### src/rtl/clock_div_prog.sv
// Multi-channel programmable clock/strobe divider with glitch-free setting
// updates at period boundaries and a common phase-realignment sync.
module clock_div_prog #(
  parameter int NUM_CH       = 2,
  parameter int CNT_W        = 28,
  parameter int DEFAULT_DIV  = 2,
  parameter int DEFAULT_HIGH = 1
) (
  input  logic                    clock_in,
  input  logic                    reset_n,
  input  logic [NUM_CH-1:0]       enable,
  input  logic                    sync,
  input  logic [NUM_CH-1:0]       load,
  input  logic [NUM_CH*CNT_W-1:0] divisor_in,
  input  logic [NUM_CH*CNT_W-1:0] high_in,
  output logic [NUM_CH-1:0]       clock_out,
  output logic [NUM_CH-1:0]       tick,
  output logic [NUM_CH-1:0]       pending
);

  for (genvar i = 0; i < NUM_CH; i++) begin : g_ch
    logic [CNT_W-1:0] cnt_q;
    logic [CNT_W-1:0] div_q;
    logic [CNT_W-1:0] high_q;
    logic [CNT_W-1:0] sdiv_q;
    logic [CNT_W-1:0] shigh_q;
    logic             pend_q;
    logic             co_q;
    logic             tick_q;
    logic [CNT_W-1:0] div_new;
    logic [CNT_W-1:0] high_new;
    logic             run;
    logic             eop;
    logic             apply;

    assign div_new  = divisor_in[i*CNT_W +: CNT_W];
    assign high_new = high_in[i*CNT_W +: CNT_W];

    // NOTE: every always_comb output gets a value on every path, so no latch is inferred.
    always_comb begin
      run   = enable[i] && (div_q != '0);
      // >= rather than == keeps the counter from ever wrapping after a shrink.
      eop   = run && (cnt_q >= div_q - CNT_W'(1));
      apply = eop || sync || !enable[i] || (div_q == '0);
    end

    // NOTE: sequential state uses non-blocking assignments only; all registers,
    // shadows included, are cleared by the asynchronous reset.
    always_ff @(posedge clock_in or negedge reset_n) begin
      if (!reset_n) begin
        cnt_q   <= '0;
        div_q   <= CNT_W'(DEFAULT_DIV);
        high_q  <= CNT_W'(DEFAULT_HIGH);
        sdiv_q  <= '0;
        shigh_q <= '0;
        pend_q  <= 1'b0;
        co_q    <= 1'b0;
        tick_q  <= 1'b0;
      end else begin
        if (load[i] && apply) begin
          div_q  <= div_new;
          high_q <= high_new;
          pend_q <= 1'b0;
        end else if (load[i]) begin
          sdiv_q  <= div_new;
          shigh_q <= high_new;
          pend_q  <= 1'b1;
        end else if (apply) begin
          if (pend_q) begin
            div_q  <= sdiv_q;
            high_q <= shigh_q;
          end
          pend_q <= 1'b0;
        end

        if (!run || sync || eop) cnt_q <= '0;
        else                     cnt_q <= cnt_q + CNT_W'(1);

        // Outputs follow the pre-edge counter and active high time.
        co_q   <= run && (cnt_q < high_q);
        tick_q <= run && (cnt_q == '0);
      end
    end

    assign clock_out[i] = co_q;
    assign tick[i]      = tick_q;
    assign pending[i]   = pend_q;
  end

endmodule
### config.mk
export PLATFORM = sky130hd
export DESIGN_NAME = clock_div_prog
export DESIGN_NICKNAME = d
export VERILOG_FILES = /design/src/rtl/clock_div_prog.sv
export SDC_FILE = /design/constraint.sdc
export NUM_CORES = 1
export LEC_CHECK = 0
export CORE_MARGIN = 3
export CORE_UTILIZATION = 59
export DETAILED_ROUTE_END_ITERATION = 16
export HOLD_SLACK_MARGIN = 0.15
export PLACE_DENSITY = 0.89
export SLEW_MARGIN = 5
export SYNTH_ARGS = -nofsm -noshare
export SYNTH_HDL_FRONTEND = slang
export SYNTH_SLANG_ARGS = --single-unit
### constraint.sdc
create_clock -name clock_in -period 5.2 [get_ports clock_in]
set_input_delay 0.78 -clock clock_in [delete_from_list [all_inputs] [get_ports clock_in]]
set_output_delay 0.78 -clock clock_in [all_outputs]
set_load 0.01 [all_outputs]
## Word-level counts from Yosys, hierarchy flattened

Index checks and enable logic that the tools add are counted.

| word-level totals | value |
|---|---|
| input port bits | 119 |
| register bits after elaboration | 286 |

| operators by class | value |
|---|---|
| order comparisons | 4 |
| reductions and logical operators | 40 |
| multiplexer cells | 24 |
| equality and inequality tests | 2 |
| add/subtract/negate cells | 4 |
| bitwise operators | 2 |

Operators with widths:

| operator | number |
|---|---|
| $mux 28 | 18 |
| $logic_not 28->1 | 4 |
| $add 28x1->28 const B | 2 |
| $ge 28x28->1 | 2 |
| $lt 28x28->1 | 2 |
| $reduce_bool 28->1 | 2 |
| $sub 28x1->28 const B | 2 |
| $logic_and 1x1->1 | 10 |
| $logic_or 1x1->1 | 10 |
| $reduce_bool 2->1 | 4 |
| $mux 1 | 6 |
| $reduce_and 3->1 | 2 |
| $reduce_bool 3->1 | 2 |
| $logic_not 1->1 | 4 |
| $ne 2x1->1 const B | 2 |
| $reduce_and 2->1 | 2 |
| $not 1->1 | 2 |

## Longest topological paths before layout

| logic depth | value |
|---|---|
| depth in word-level cells | 9 |
| gate-level depth with buffers | 18 |
| gate-level depth less buffers | 15 |

## Least setup slack after synthesis

Ideal clock, no wire load.

| timing | value |
|---|---|
| path type | reg-to-reg |
| from | register g_ch[0].div_q[2] |
| to | register g_ch[0].high_q[10] |
| path buffers | 2 |
| cell stages (with the launch flop) | 17 |
| arrival | 4.435 ns |
| setup slack | 0.686 ns |
| data required time | 5.122 ns |
| clock period less this slack | 4.514 ns |
| path through | dfrtp_1 > or3_1 > or4_1 > nor3b_1 > nand2_1 > or4_1 > xor2_1 > ha_1 > nand4_1 > nor4bb_1 > a211oi_1 > o211ai_1 > or4_1 > buf_2 > o21ai_1 > buf_2 > o2bb2ai_1 |

| between the ends | value |
|---|---|
| cells in the longest elaborated chain, start to end | 9 |
| elaborated cells between the ends (all ways) | 15 |

Ends and longest elaborated chain:

| item | RTL line | text |
|---|---|---|
| start: declaration | 23 | `logic [CNT_W-1:0] div_q;` |
| start signal: assignment | 52 | `div_q <= CNT_W'(DEFAULT_DIV);` |
| start signal: assignment | 61 | `div_q <= div_new;` |
| start signal: assignment | 70 | `div_q <= sdiv_q;` |
| $sub 28x1->28 or $reduce_bool 28->1 (tied branches) | 43, 41 |  |
| $ge 28x28->1 or $logic_and 1x1->1 (tied branches) | 43, 41 |  |
| $logic_and 1x1->1 | 43 | `eop = run && (cnt_q >= div_q - CNT_W'(1));` |
| $logic_or 1x1->1 (2 in series) | 44 | `apply = eop \|\| sync \|\| !enable[i] \|\| (div_q == '0);` |
| $logic_or 1x1->1 * | 44 |  |
| $logic_and 1x1->1 | 60 | `if (load[i] && apply) begin` |
| $ne 2x1->1 (no source line) or $reduce_bool 2->1 (tied branches) | - |  |
| $reduce_and 3->1 (no source line) | - |  |
| end signal: assignment | 53 | `high_q <= CNT_W'(DEFAULT_HIGH);` |
| end signal: assignment | 62 | `high_q <= high_new;` |
| end signal: assignment | 71 | `high_q <= shigh_q;` |
| end: declaration | 24 | `logic [CNT_W-1:0] high_q;` |

Mark *: on every way between the ends. The rest lies on a longest branch, timed or not.
A chain may end at the register's enable or synchronous reset.

## Worst setup path in the final report

Ends and elaborated chain as after synthesis.

==> out/metrics.yaml <==
wl_um: 39100
grt_pass1_wl_um: 64000
start_util: 0.604
final_nets: 1873
dr.pass1.iters: 5
avgSynthCellArea_um2: 10.5
maxCapViolations: 0
crit_slowest_cell: "or4_1"
setup_viol: 0
fmax_mhz: 203
dieArea_um2: 29800
detail-route-antenna-nets: 0
pwr-share-seq: 0.464
design_area_um2: 18900
drcViolationCount: 0
dr_total_vias: 12500
synth_flop_cell: "dfrtp_1"
p_int_mw: 4.32
clk_pin_slew_ns: 0.07
ioPinCount: 125
drtIter0Drc: 936
p_total_mw: 5.89
cts_buffer_depth: 3
leakage_nw: 8.41
clock-sinks: 286
required_ns: 5.67
cts-hold-fix-buffers: 0
placed_cells: 1977
synth_area_um2: 16400
p_clk_frac: 0.374
stdcell_count: 2032
critPathMaxFanout: 31
fill_cells: 1879
insertedDiodeCount: 0
status: "finished, final reports clean"
grtUsageTotal: 0.262
core_area_um2: 27100
critPathLaunchType: "flip-flop"
synth_top_area_cell: "dfrtp_1"
vias_per_cell: 6.15
ys_seq_elements: 286
pre_cts_ws_ns: 0.394
r2r-start: "g_ch[0].div_q[2]$_DFFE_PN0P_"
wl_per_cell_um: 19.2
gp_congestion: 0.878
slew_headroom: 0.0999
dp_hpwl_um: 26300
antenna_found_initial: 0
ys_types: 56
crit_type: "reg -> reg"
grt_pass1_vias: 12500
final_cell_mix: "dfrtp_1 (282), nand3_1 (122), clkdlybuf4s50_1 (121)"
end_kind: "flip-flop"
syn_inst: 1553
die_h_um: 172
synth_nets: 1788
dpl_cell_area_um2: 17800
placementRows: 60
fin_skew_ns: 0.0139
cp.arrival_ns: 5.39
tns_ns: 0
switching_share: 0.267
grt_max_degree: 136
crit_chain: "or3_1 -> or4_1 -> nor3b_1 -> nand2_1 -> or4_1 -> xor2_1 -> ha_1 -> nand4_1 -> nor4bb_1 -> a211oi_1 -> o211ai_1 -> or4_1 -> o21ai_4 -> buf_12 -> o2bb2ai_1"
numCtsBuffers: 31
yosysTopAreaCellShare: 0.431
finalCriticalPeriod_ns: 4.92
yosys_warnings: 0
grt_overflow: 0
multi_input_area_um2: 8540
io_buffers: 124
switchingPower_mw: 1.57
critPathTopFamily: "simple AND/OR/NAND/NOR gates"
area_growth_pct: 15.3
insertion_delay_ns: 0.57
slowest_delay_ns: 0.60
setup_ws_ns: 0.278
regArea_um2: 7160
worst_pin_slew_ns: 1.34
yosys-top-cells-area: "dfrtp_1 (43%), ha_1 (8.9%), mux2_2 (5.0%)"
crit_top_cell: "or4_1"
cts_root_buf: "clkbuf_16"
htree_levels: 1
hold_path_class: "in -> async"
rsz0062_at_grt: "false"
peakVddDrop_mv: 0.256
slew_viol_final: 0
path_buf_inv: 1
ys_seq_area_frac: 0.438
drive_above_1_share: 0.122
hold_violations: 0
combPwrFrac: 0.162
cts_tree: "done"
startpoint: "g_ch[0].div_q[2]$_DFFE_PN0P_"
period_share: 0.946
power.density_nw_per_um2: 313
synthArstFlopShare: 1.00
die_x_um: 172
synth-edff-count: 0
layout_commonest_cell: "dfrtp_1"
## routing by layer
metal / share of wire / vias up / wire (um) / track usage
met2: 0.46 / 428 / 18000 / 0.413
met3: 0.060 / 90 / 2330 / 0.0391
met4: 0.028 / 0 / 1110 / 0.0750
li1: - / 5809 / - / -
met5: 0 / - / 0 / 0
met1: 0.45 / 6171 / 17600 / 0.381
## state kept, by name, indices dropped and copies added (netlist names)
signal        flops
g_ch.div_q       56
g_ch.high_q      56
g_ch.pend_q       2
g_ch.tick_q       2
g_ch.cnt_q       56
g_ch.co_q         2
g_ch.shigh_q     56
g_ch.sdiv_q      56
## power groups by stage
stage / logic (mW) / registers [mW] / clock network [mW]
after CTS: 0.958 / 2.73 / 2.23
after global placement: 0.891 / 2.74 / 0
final: 0.954 / 2.74 / 2.20
after floorplan: 0.653 / 2.69 / 0
after global routing: 1.06 / 2.77 / 2.32
after detailed placement: 0.945 / 2.76 / 0
## area by class of cell
class | instances | area share
Multi-Input combinational cell | 1114 | 0.453
Sequential cell | 286 | 0.380
Timing Repair Buffer | 139 | 0.0749
Clock buffer | 43 | 0.0478
Tap cell | 372 | 0.0247
Inverter | 66 | 0.0131
Clock inverter | 12 | 0.00657
## logic make-up after synthesis
group                      share of synthesized area
buffers and inverters                         0.0425
adders and majority gates                     0.0887
and+or+nand+nor                                0.175
AOI/OAI and AO/OA                              0.115
muxes                                         0.0863
xor gates and xnor gates                      0.0546
DFF                                            0.438
## metrics by stage
stage | util | hold slack (ns)
CTS | 0.695 | 0.193
detailed placement | 0.658 | 0.474
global route | 0.696 | 0.216
finish | 0.696 | 0.160
floorplan | - | 0.456
global placement | 0.658 | 0.475
## worst paths after layout
kind,to,slack [ns],cells past startpoint
setup / recovery,g_ch[0].high_q[10]$_DFFE_PN0P_,0.28,15
hold / removal,g_ch[1].sdiv_q[2]$_DFFE_PN0P_,0.16,1
setup reg to reg,g_ch[0].high_q[10]$_DFFE_PN0P_,0.28,15
hold reg to reg,g_ch[0].high_q[20]$_DFFE_PN0P_,0.49,1
max in group asynchronous,g_ch[1].shigh_q[18]$_DFFE_PN0P_,3.63,2
min in group clock_in,g_ch[0].high_q[20]$_DFFE_PN0P_,0.49,1
## what timing repair did
| item | 4_1_cts | 5_1_grt |
|---|---|---|
| buffers inserted | 0 | 0 |
| resized for setup | 0 | 1 |
| endpoints found under the setup margin | 0 | 7 |
## Yosys cell counts, types with 7 or more instances
master	number
mux2_4	40
nor4_1	18
o2bb2ai_1	81
nor3_1	29
and4_1	12
xnor2_1	49
and3b_1	79
buf_6	10
nor2_1	97
nand4_1	30
and3_1	7
xor2_1	53
a21oi_1	111
buf_2	18
nand3_1	122
ha_1	116
o21ai_0	53
nor2b_1	13
clkbuf_1	50
or4_1	10
nand2_1	47
dfrtp_1	282
a21o_1	11
mux2_2	72
inv_1	66
Power figures use the tool's default switching activity.
